## config.mk

```make
export PLATFORM = sky130hd
export DESIGN_NAME = clk_mon
export DESIGN_NICKNAME = d
export VERILOG_FILES = /design/src/rtl/sync_ff.sv /design/src/rtl/clk_mon.sv
export SDC_FILE = /design/constraint.sdc
export NUM_CORES = 1
export LEC_CHECK = 0
export ABC_CLOCK_PERIOD_IN_PS = 2500
export CELL_PAD_IN_SITES_DETAIL_PLACEMENT = 0
export CELL_PAD_IN_SITES_GLOBAL_PLACEMENT = 2
export CORE_UTILIZATION = 36
export DETAILED_ROUTE_END_ITERATION = 10
export PLACE_DENSITY_LB_ADDON = 0.1
export SYNTH_ARGS = -nofsm -noshare
export SYNTH_HDL_FRONTEND = slang
export SYNTH_HIERARCHICAL = 1
export SYNTH_SLANG_ARGS = --single-unit
```

## constraint.sdc

```tcl
create_clock -name clk_in -period 2.5 [get_ports clk_in]
set_clock_uncertainty 0.05 [all_clocks]
set_input_delay 0.5 -clock clk_in [delete_from_list [all_inputs] [get_ports clk_in]]
set_output_delay 0.5 -clock clk_in [all_outputs]
set_load 0.01 [all_outputs]
```

## src/rtl/sync_ff.sv

```systemverilog
// Multi-stage flop synchronizer for a single asynchronous level signal.
module sync_ff #(
   parameter int unsigned STAGES = 2
) (
   input  logic clk_in,
   input  logic arst_n,
   input  logic d,
   output logic q
);

   logic [STAGES-1:0] chain;

   // Shift the asynchronous input through the flop chain.
   always_ff @(posedge clk_in or negedge arst_n) begin
      if (!arst_n) begin
         chain <= '0;
      end else begin
         chain <= {chain[STAGES-2:0], d};
      end
   end

   assign q = chain[STAGES-1];

endmodule

```

## src/rtl/clk_mon.sv

```systemverilog
// Clock monitor: measures period and high time of mon_clk in clk_in cycles,
// reports lock on two equal consecutive periods and flags a stopped clock.
module clk_mon #(
   parameter int unsigned CNT_W       = 16,
   parameter int unsigned SYNC_STAGES = 2,
   parameter int unsigned TIMEOUT     = 1024
) (
   input  logic             clk_in,
   input  logic             arst_n,
   input  logic             mon_clk,
   input  logic             en,
   output logic             rise,
   output logic             fall,
   output logic [CNT_W-1:0] period,
   output logic [CNT_W-1:0] high_time,
   output logic             meas_valid,
   output logic             locked,
   output logic             stopped
);

   typedef enum logic [1:0] {
      ST_IDLE    = 2'd0,
      ST_ARM     = 2'd1,
      ST_MEASURE = 2'd2,
      ST_STOP    = 2'd3
   } state_t;

   localparam logic [CNT_W-1:0] TIMEOUT_CNT = CNT_W'(TIMEOUT);
   localparam logic [CNT_W-1:0] CNT_ONE     = CNT_W'(1);

   logic             mon_sync;
   logic             mon_hist;
   logic             rise_ev_c;
   logic             fall_ev_c;
   logic             timeout_c;

   state_t           state_q,     state_d;
   logic [CNT_W-1:0] pcnt_q,      pcnt_d;
   logic [CNT_W-1:0] hcnt_q,      hcnt_d;
   logic             have_prev_q, have_prev_d;
   logic [CNT_W-1:0] period_d;
   logic [CNT_W-1:0] high_time_d;
   logic             meas_valid_d;
   logic             locked_d;
   logic             stopped_d;

   sync_ff #(
      .STAGES (SYNC_STAGES)
   ) u_sync (
      .clk_in (clk_in),
      .arst_n (arst_n),
      .d      (mon_clk),
      .q      (mon_sync)
   );

   // History flop for edge detection on the synchronized level.
   always_ff @(posedge clk_in or negedge arst_n) begin
      if (!arst_n) begin
         mon_hist <= 1'b0;
      end else begin
         mon_hist <= mon_sync;
      end
   end

   assign rise_ev_c = mon_sync & ~mon_hist;
   assign fall_ev_c = ~mon_sync & mon_hist;
   assign timeout_c = (pcnt_q == TIMEOUT_CNT);

   // Edge strobes run regardless of enable.
   always_ff @(posedge clk_in or negedge arst_n) begin
      if (!arst_n) begin
         rise <= 1'b0;
         fall <= 1'b0;
      end else begin
         rise <= rise_ev_c;
         fall <= fall_ev_c;
      end
   end

   // State register.
   always_ff @(posedge clk_in or negedge arst_n) begin
      if (!arst_n) begin
         state_q <= ST_IDLE;
      end else begin
         state_q <= state_d;
      end
   end

   // Next state, counters and measurement results.
   always_comb begin
      state_d      = state_q;
      pcnt_d       = pcnt_q;
      hcnt_d       = hcnt_q;
      have_prev_d  = have_prev_q;
      period_d     = period;
      high_time_d  = high_time;
      meas_valid_d = 1'b0;
      locked_d     = locked;
      stopped_d    = stopped;

      if (!en) begin
         // Disable overrides everything, including a coincident rise.
         state_d     = ST_IDLE;
         pcnt_d      = CNT_ONE;
         hcnt_d      = '0;
         have_prev_d = 1'b0;
         locked_d    = 1'b0;
         stopped_d   = 1'b0;
      end else begin
         case (state_q)
            ST_IDLE: begin
               // pcnt doubles as the wait counter while armed.
               state_d = ST_ARM;
               pcnt_d  = CNT_ONE;
               hcnt_d  = '0;
            end
            ST_ARM: begin
               if (rise_ev_c) begin
                  state_d     = ST_MEASURE;
                  pcnt_d      = CNT_ONE;
                  hcnt_d      = CNT_ONE;
                  have_prev_d = 1'b0;
               end else if (timeout_c) begin
                  state_d   = ST_STOP;
                  stopped_d = 1'b1;
                  locked_d  = 1'b0;
               end else begin
                  pcnt_d = pcnt_q + CNT_ONE;
               end
            end
            ST_MEASURE: begin
               if (rise_ev_c) begin
                  period_d     = pcnt_q;
                  high_time_d  = hcnt_q;
                  meas_valid_d = 1'b1;
                  locked_d     = have_prev_q && (pcnt_q == period);
                  have_prev_d  = 1'b1;
                  pcnt_d       = CNT_ONE;
                  hcnt_d       = CNT_ONE;
               end else if (timeout_c) begin
                  state_d   = ST_STOP;
                  stopped_d = 1'b1;
                  locked_d  = 1'b0;
               end else begin
                  pcnt_d = pcnt_q + CNT_ONE;
                  hcnt_d = hcnt_q + CNT_W'(mon_sync);
               end
            end
            ST_STOP: begin
               if (rise_ev_c) begin
                  state_d     = ST_MEASURE;
                  stopped_d   = 1'b0;
                  pcnt_d      = CNT_ONE;
                  hcnt_d      = CNT_ONE;
                  have_prev_d = 1'b0;
               end
            end
            default: begin
               state_d = ST_IDLE;
            end
         endcase
      end
   end

   // Counter and result registers.
   always_ff @(posedge clk_in or negedge arst_n) begin
      if (!arst_n) begin
         pcnt_q      <= '0;
         hcnt_q      <= '0;
         have_prev_q <= 1'b0;
         period      <= '0;
         high_time   <= '0;
         meas_valid  <= 1'b0;
         locked      <= 1'b0;
         stopped     <= 1'b0;
      end else begin
         pcnt_q      <= pcnt_d;
         hcnt_q      <= hcnt_d;
         have_prev_q <= have_prev_d;
         period      <= period_d;
         high_time   <= high_time_d;
         meas_valid  <= meas_valid_d;
         locked      <= locked_d;
         stopped     <= stopped_d;
      end
   end

endmodule

```

; Word level (Yosys, flattened, before mapping)
; Index checks and enable logic that the tools add are counted.
[totals]
out_inout_bits = 37
in_bits = 4
elab_cells = 78
reg_bits = 75
[classes]
n_eq_ne = 17
add_sub_neg = 2
mux = 31
bitwise = 4
reduce_logical = 11
[ops]
columns = op, count
row1 = two-way mux 16 bit, 7
row2 = one-hot mux 16 bit (3 select lines), 2
row3 = adder 16 x 1 -> 16 bit, 1
row4 = "adder 16 x 1 -> 16 bit, second input constant", 1
row5 = "equality test 16 x 11 -> 1 bit, second input constant", 1
row6 = equality test 16 bit, 1
row7 = "!= test 3 bit, second input constant", 5
row8 = two-way mux 1 bit, 13
row9 = "!= test 3 x 2 -> 1 bit, second input constant", 4
row10 = two-way mux 2 bit, 5
row11 = "!= test 4 bit, second input constant", 2
row12 = one-hot mux 2 bit (4 select lines), 1
row13 = AND reduction 2 bit, 4
row14 = one-hot mux 1 bit (2 select lines), 3
row15 = AND reduction 3 bit, 2
row16 = "equality test 2 bit, second input constant", 2
row17 = AND reduction 4 bit, 1
row18 = OR reduction 2 bit, 2
row19 = "!= test 3 x 1 -> 1 bit, second input constant", 1
row20 = bitwise AND 1 bit, 2
row21 = "equality test 2 x 1 -> 1 bit, second input constant", 1
row22 = zero test 2 bit, 1
row23 = NOT 1 bit, 2
row24 = logical AND 1 bit, 1

; Logic depth before layout (Yosys ltp)
; Gate-level depths: netlist of run 1.
[depth]
word_depth = 5
ltp_mapped = 9

; Modules after synthesis
; The synthesis of run 1 kept the hierarchy.
[by_module_without_submodules]
columns = module, area_per_inst_um2, n_inst, cells_each
row1 = clk_mon, 3865.0, 1, 412
row2 = sync_ff, 50.0, 1, 2

; Worst setup path after synthesis of run 1
; No wires, ideal clock.
[synth_path]
path_type = reg-to-reg
startpoint = register state_q[0]
endpoint = register pcnt_q[12]
setup_slack_ns = 0.522
required_time_ns = 2.372
path_stages_with_launch = 7
arrival_time_ns = 1.849
synth_period_minus_slack_ns = 1.978
setup_ns = 0.078
cell_sequence = dfrtp_1 > inv_1 > ha_1 > nand3_1 > o2111ai_2 > or4_1 > a21oi_1
[synth_via]
elab_chain_cells = 4
word_cells_on_any_way = 10
classes_between = 5 x eq/ne / 2 x mux / 3 x reduce/logical
[synth_rtl]
columns = item, line
row1 = start: declaration, clk_mon.sv:37  ; state_t state_q, state_d;
row2 = start signal: assignment, clk_mon.sv:85  ; state_q <= state_d;
row3 = equality test 2 bit or equality test 2 x 1 -> 1 bit (tied branches), clk_mon.sv:110  ; case (state_q)
row4 = OR reduction 2 bit (no line), n/a
row5 = one-hot mux 16 bit (3 select lines) or != test 4 bit (tied branches), n/a
row6 = two-way mux 16 bit or AND reduction 2 bit (tied branches), n/a
row7 = end signal: assignment, clk_mon.sv:177  ; pcnt_q <= pcnt_d;
row8 = end: declaration, clk_mon.sv:38  ; logic [CNT_W-1:0] pcnt_q, pcnt_d;
; Several ways; a longest one is shown, not always the timed one.
; A chain may end at the register's enable or synchronous reset.

; Final worst setup path of run 1
[layout_path]
startpoint = register pcnt_q[0]
endpoint = register hcnt_q[10]
[layout_via]
elab_chain_cells = 3
[layout_rtl]
columns = item, line
row1 = equality test 16 x 11 -> 1 bit, clk_mon.sv:67  ; assign timeout_c = (pcnt_q == TIMEOUT_CNT);
row2 = != test 4 bit (no line), n/a
row3 = AND reduction 2 bit (no line), n/a
row4 = end signal: assignment, clk_mon.sv:178  ; hcnt_q <= hcnt_d;
row5 = end: declaration, clk_mon.sv:39  ; logic [CNT_W-1:0] hcnt_q, hcnt_d;
; No other way between the ends.

==> flow_summary_export.csv, run 1 <==
group,metric,value,unit
synthesis,syn_avg_cell_area,9.46,um^2
final_layout,nets,470,
worst_setup_path,cp-start-kind,"flop",
sta,setup_viol,0,
grt,gr-usage-all-layers,19.3,%
detailed_routing,first_iter_violations,194,
synthesis,synth.ff_latch_count,75,
placement,place_ws,56.4,ps
job,maxCapViolCount,0,
grt,grt_max_degree,40,
placement,place_congestion,0.777,
power_and_ir_drop,power.switching,0.644,mW
die,initial_core_util,37.6,%
sta,fin_crit_sh,89.4,%
clock_tree,numCtsBuffers,9,
synthesis,syn_nets,427,
sta,drv_slew,0,
die,die_h,106,um
synthesis,synth.distinct_cells,61,
power_and_ir_drop,switching_share,25.3,%
placement,placed_area,0.00449,mm^2
placement,portBuffers,40,
clock_tree,path_clk_slew,90,ps
grt,grt_pass1_vias,3042,
clock_tree,postCtsHoldBufs,0,
clock_tree,cts_tree,"yes",
worst_setup_path,crit_chain,"inv_1, ha_1, nor4b_4, nand4_2, o21ai_1, buf_12, a21oi_1, a22o_1",
sta,slew_headroom,65.1,%
detailed_routing,first_pass_iters,4,
grt,grt_antenna_before_repair,0,
die,pin_count,41,
clock_tree,htreeDepth,3,
worst_setup_path,cpPeakStageDelay,430,ps
clock_tree,cts.sinks,75,
detailed_routing,drc_errors,0,
die,rows,37,
clock_tree,root_buffer,"clkbuf_8",
final_layout,finalInstanceArea,0.00472,mm^2
clock_tree,clock_latency,360,ps
sta,rsz0062_at_grt,"false",
worst_setup_path,crit_required,2700,ps
synthesis,ys.flop_type,"dfrtp_1",
sta,fmax,0.448,GHz
grt,grt_pass1_wl,16.6,mm
sta,tightest_slew,523,ps
die,core-area,0.0104,mm^2
power_and_ir_drop,p_per_area,539,mW/mm^2
synthesis,synth_area,0.00392,mm^2
die,dieArea,0.0113,mm^2
sta,layout_min_cycle_time,2230,ps
synthesis,synthArstFlopShare,100,%
grt,gr-total-overflow,0,
sta,worst_slack,266,ps
power_and_ir_drop,peakVddDrop,0.000337,V
detailed_routing,wire_per_inst,16.4,um
clock_tree,postCtsResizedCells,0,
worst_setup_path,worstPathArrival,2430,ps
final_layout,synthToLayoutAreaGrowth,20.5,%
detailed_routing,ant_nets,0,
final_layout,diodes,0,
placement,dpl.hpwl,6.93,mm
status,status,"finished, final reports clean",
power_and_ir_drop,internal-power,1.90,mW
worst_setup_path,end_kind,"flop",
worst_setup_path,critical_path.slowest_cell,"dfrtp_1",
power_and_ir_drop,seq_power_share,48.8,%
sta,setup_tns,0,ps
die,die_x,106,um
clock_tree,post-cts-setup-buffers,0,
synthesis,yosysWarnings,6,
sta,hold_viol,0,
detailed_routing,vias,3095,
detailed_routing,viasPerCell,5.18,
worst_setup_path,crit_fanout,12,
final_layout,drive_gt1_share,11.5,%
final_layout,most-common-layout-cells,"nand2_1, dfrtp_1, clkdlybuf4s50_1",
sta,hold_ws,59.9,ps
detailed_routing,wl,9.82,mm
worst_setup_path,crit_type,"reg2reg",
synthesis,synthCells,414,
final_layout,final_common_cell,"nand2_1",
synthesis,synth-edff-count,0,
power_and_ir_drop,comb_power_share,9.2,%
final_layout,fill_cells,1010,
clock_tree,ctsLongestPathBuffers,2,
synthesis,ys_seq_area_share,47.9,%
hold_path,hold_class,"in2async",
power_and_ir_drop,total_leakage_power,2.16,nW
power_and_ir_drop,pwr-share-clk,42.0,%
final_layout,postLayoutCoreUtil,45.3,%
[cell families (layout without fill, tap and decap cells)]
| kind of cell | after synthesis | in the layout | synth area share, % |
|---|---|---|---|
| buf+inv | 34 | 82 | 4.83 |
| compound gates | 74 | 74 | 13.0 |
| xor+xnor | 28 | 28 | 6.26 |
| simple gates | 194 | 194 | 25.1 |
| fa+ha+maj | 9 | 9 | 2.88 |
| flops | 75 | 75 | 47.9 |
[cell usage after synthesis (all sizes together) (2+ instances only)]
cell type	count	area, um^2
ha	9	113
a2111oi	2	30.0
nor2b	4	25.0
o31ai	3	22.5
a21oi	17	85.1
a311oi	2	23.8
a21o	2	15.0
nor4b	2	47.6
and2	3	18.8
nand4	8	56.3
xnor2	7	61.3
or3	2	12.5
xor2	21	184
a31oi	7	43.8
nand2	101	384
nor3	10	66.3
nor2	19	71.3
inv	9	33.8
a31o	2	17.5
dfrtp	75	1880
clkbuf	11	48.8
o21ai	21	105
and3	10	63.8
buf	14	106
o211ai	4	30.0
o2111ai	2	23.8
or4	4	30.0
and4	4	37.5
a41oi	2	17.5
o22ai	2	12.5
nor4	5	46.3
nand3	17	85.1
[registers in the layout, summed over array words and instances, names as in the netlist]
register and count:
hcnt_q 16, locked 1, rise 1, meas_valid 1
have_prev_q 1, mon_hist 1, stopped 1, pcnt_q 16
high_time 16, state_q 2, u_sync/chain 2, fall 1
period 16
[worst max-delay path: cells and delay by family, from the launching register on]
family / cells / cell delay [ps]
buffers and inverters: 2 / 320
AOI/OAI and AO/OA: 3 / 590
adders and majority gates: 1 / 190
DFF: 1 / 430
and+or+nand+nor: 2 / 540
[per-layer routing]
layer	share of wire, %	wire length (um)	vias to the layer above	track usage, %
li1	-	-	1532	-
met1	53	5160	1492	28.7
met2	41	4070	60	27.6
met3	4.6	452	11	3.56
met4	1.5	146	0	7.44
met5	0	0	-	0
[final timing paths]
kind | from | to | slack (ps) | cells after the start
max | pcnt_q[0] | hcnt_q[10] | 270 | 8
min | arst_n | hcnt_q[0] | 60 | 1
max reg2reg | pcnt_q[0] | hcnt_q[10] | 270 | 8
min reg2reg | u_sync/chain[0] | u_sync/chain[1] | 300 | 0
max in group asynchronous | arst_n | hcnt_q[8] | 1750 | 2
min in group clk_in | u_sync/chain[0] | u_sync/chain[1] | 300 | 0
[final cells by class]
class	count	area [um^2]	area share [%]
flip-flops and latches	75	1880	39.8
multi-input cells	305	1850	39.2
repair buffers	57	563	11.9
well taps	136	170	3.61
clock buffers	10	138	2.92
clock inverters	6	87.6	1.86
inverters	9	33.8	0.716
[through the flow]
step           instances  power [mW]
6_report             598        2.54
5_1_grt              598        2.66
4_1_cts              598        2.58
3_5_place_dp         582        1.50
3_3_place_gp         582        1.50
2_1_floorplan        414        1.39
[power groups by stage]
| stage | clock network [mW] | registers, mW | logic (mW) |
|---|---|---|---|
| CTS | 1.10 | 1.24 | 0.237 |
| finish | 1.07 | 1.24 | 0.234 |
| floorplan | 0 | 1.26 | 0.130 |
| global placement | 0 | 1.27 | 0.234 |
| global route | 1.15 | 1.24 | 0.262 |
| detailed placement | 0 | 1.27 | 0.235 |
(Power assumes the default switching activity.)
==> run 2, diff against run 1 <==
--- a/config.mk
+++ b/config.mk
@@ -11,6 +11,7 @@
 export CORE_UTILIZATION = 36
 export DETAILED_ROUTE_END_ITERATION = 10
 export PLACE_DENSITY_LB_ADDON = 0.1
+export REMOVE_ABC_BUFFERS = 1
 export SYNTH_ARGS = -nofsm -noshare
 export SYNTH_HDL_FRONTEND = slang
 export SYNTH_HIERARCHICAL = 1
==> flow_summary_export.csv, run 2 (synthesis gave the netlist of run 1 again) <==
group,metric,value,unit
status,status,"finished, final reports clean",
clock_tree,clock_latency,350,ps
clock_tree,ctsLongestPathBuffers,2,
detailed_routing,ant_nets,0,
job,maxCapViolCount,0,
clock_tree,numCtsBuffers,9,
clock_tree,postCtsResizedCells,0,
clock_tree,root_buffer,"clkbuf_8",
placement,place_ws,183,ps
sta,slew_headroom,66.7,%
final_layout,final_common_cell,"nand2_1",
clock_tree,postCtsHoldBufs,0,
clock_tree,cts.sinks,75,
sta,worst_slack,315,ps
worst_setup_path,cpPeakStageDelay,420,ps
placement,dpl.hpwl,6.67,mm
detailed_routing,vias,3097,
final_layout,most-common-layout-cells,"nand2_1, dfrtp_1, clkdlybuf4s50_1",
sta,rsz0062_at_grt,"false",
die,die_x,106,um
detailed_routing,first_pass_iters,4,
die,initial_core_util,37.6,%
sta,layout_min_cycle_time,2180,ps
detailed_routing,wl,9.64,mm
grt,grt_pass1_vias,3053,
sta,drv_slew,0,
worst_setup_path,crit_required,2680,ps
sta,hold_viol,0,
sta,tightest_slew,495,ps
worst_setup_path,crit_fanout,7,
final_layout,instances_no_fill,598,
die,rows,37,
sta,setup_viol,0,
detailed_routing,viasPerCell,5.18,
placement,place_congestion,0.798,
grt,gr-usage-all-layers,18.3,%
hold_path,hold_class,"in2async",
final_layout,synthToLayoutAreaGrowth,19.6,%
power_and_ir_drop,total_leakage_power,2.14,nW
die,die_h,106,um
sta,setup_tns,0,ps
worst_setup_path,crit_type,"reg2reg",
worst_setup_path,critical_path.slowest_cell,"dfrtp_1",
final_layout,drive_gt1_share,11.3,%
grt,grt_pass1_wl,15.9,mm
worst_setup_path,crit_chain,"inv_1, ha_1, nor4b_4, nand4_2, o21ai_1, buf_4, nand2_2, a31o_1",
clock_tree,cts_tree,"yes",
final_layout,diodes,0,
die,core-area,0.0104,mm^2
die,pin_count,41,
clock_tree,path_clk_slew,80,ps
grt,grt_antenna_before_repair,0,
power_and_ir_drop,p_per_area,516,mW/mm^2
sta,fmax,0.458,GHz
power_and_ir_drop,peakVddDrop,0.000263,V
placement,dp_cells,583,
final_layout,fill_cells,1045,
grt,grt_max_degree,43,
worst_setup_path,cp-start-kind,"flop",
final_layout,nets,471,
detailed_routing,drc_errors,0,
worst_setup_path,end_kind,"flop",
detailed_routing,first_iter_violations,93,
sta,fin_crit_sh,87.4,%
worst_setup_path,worstPathArrival,2370,ps
detailed_routing,wire_per_inst,16.1,um
clock_tree,htreeDepth,3,
clock_tree,post-cts-setup-buffers,0,
placement,portBuffers,40,
die,dieArea,0.0113,mm^2
grt,gr-total-overflow,0,
run 2: changes by cell type in the layout (fill, tap and decap cells not counted):
cell	previous run	this run
inv_6	1	0
clkinv_2	2	1
bufinv_16	2	1
clkinvlp_4	0	1
buf_12	3	2
buf_4	15	17
clkbuf_1	0	1
run 2: per-stage QoR:
step / utilization [%] / cell area (um^2) / hold WS (ps) / power [mW]
finish: 44.9 / 4680 / 47.8 / 2.41
global placement: 43.1 / 4490 / 282 / 1.50
detailed placement: 43.1 / 4490 / 285 / 1.49
global route: 44.9 / 4680 / 76.7 / 2.51
CTS: 44.9 / 4680 / 59.0 / 2.46
floorplan: - / 3760 / 154 / 1.38
run 2: power by group:
group          switching [mW]  total, mW  leakage (nW)  internal [mW]
registers              0.0147       1.24          1.03           1.23
clock network           0.463      0.947        0.0954          0.484
logic                   0.145      0.225          1.01         0.0803
total                   0.623       2.41          2.14           1.79
run 2: layout make-up:
cell class	count	area, um^2	area share [%]
tap	136	170	3.64
sequential	75	1880	40.1
timing repair buffer	58	558	11.9
clock inverter	4	51.3	1.10
multi-input combinational	305	1850	39.5
clock buffer	11	141	3.02
inverter	9	33.8	0.722
run 2: final timing paths:
kind / startpoint / end / slack (ps) / depth (start not counted)
setup reg to reg: pcnt_q[0] / hcnt_q[0] / 320 / 8
hold / removal: arst_n / period[0] / 50 / 1
hold reg to reg: u_sync/chain[0] / u_sync/chain[1] / 300 / 0
max in group asynchronous: arst_n / pcnt_q[9] / 1740 / 2
setup / recovery: pcnt_q[0] / hcnt_q[0] / 320 / 8
min in group clk_in: u_sync/chain[0] / u_sync/chain[1] / 300 / 0
run 2: worst max-delay path: cells and delay by family (launching register included):
family / cells / cell delay (ps)
adder cells (fa/ha/maj): 1 / 170
flip-flops: 1 / 420
buffers and inverters: 2 / 310
AND/OR/NAND/NOR: 3 / 650
AO/OA/AOI/OAI: 2 / 480
run 2: layer usage:
layer  track usage [%]  routed length [um]  vias to the layer above
met5                 0                   0                        -
met4              5.85                 119                        0
met3              3.37                 270                       10
met2              31.3                4730                       46
met1              23.3                4520                     1513
li1                  -                   -                     1528
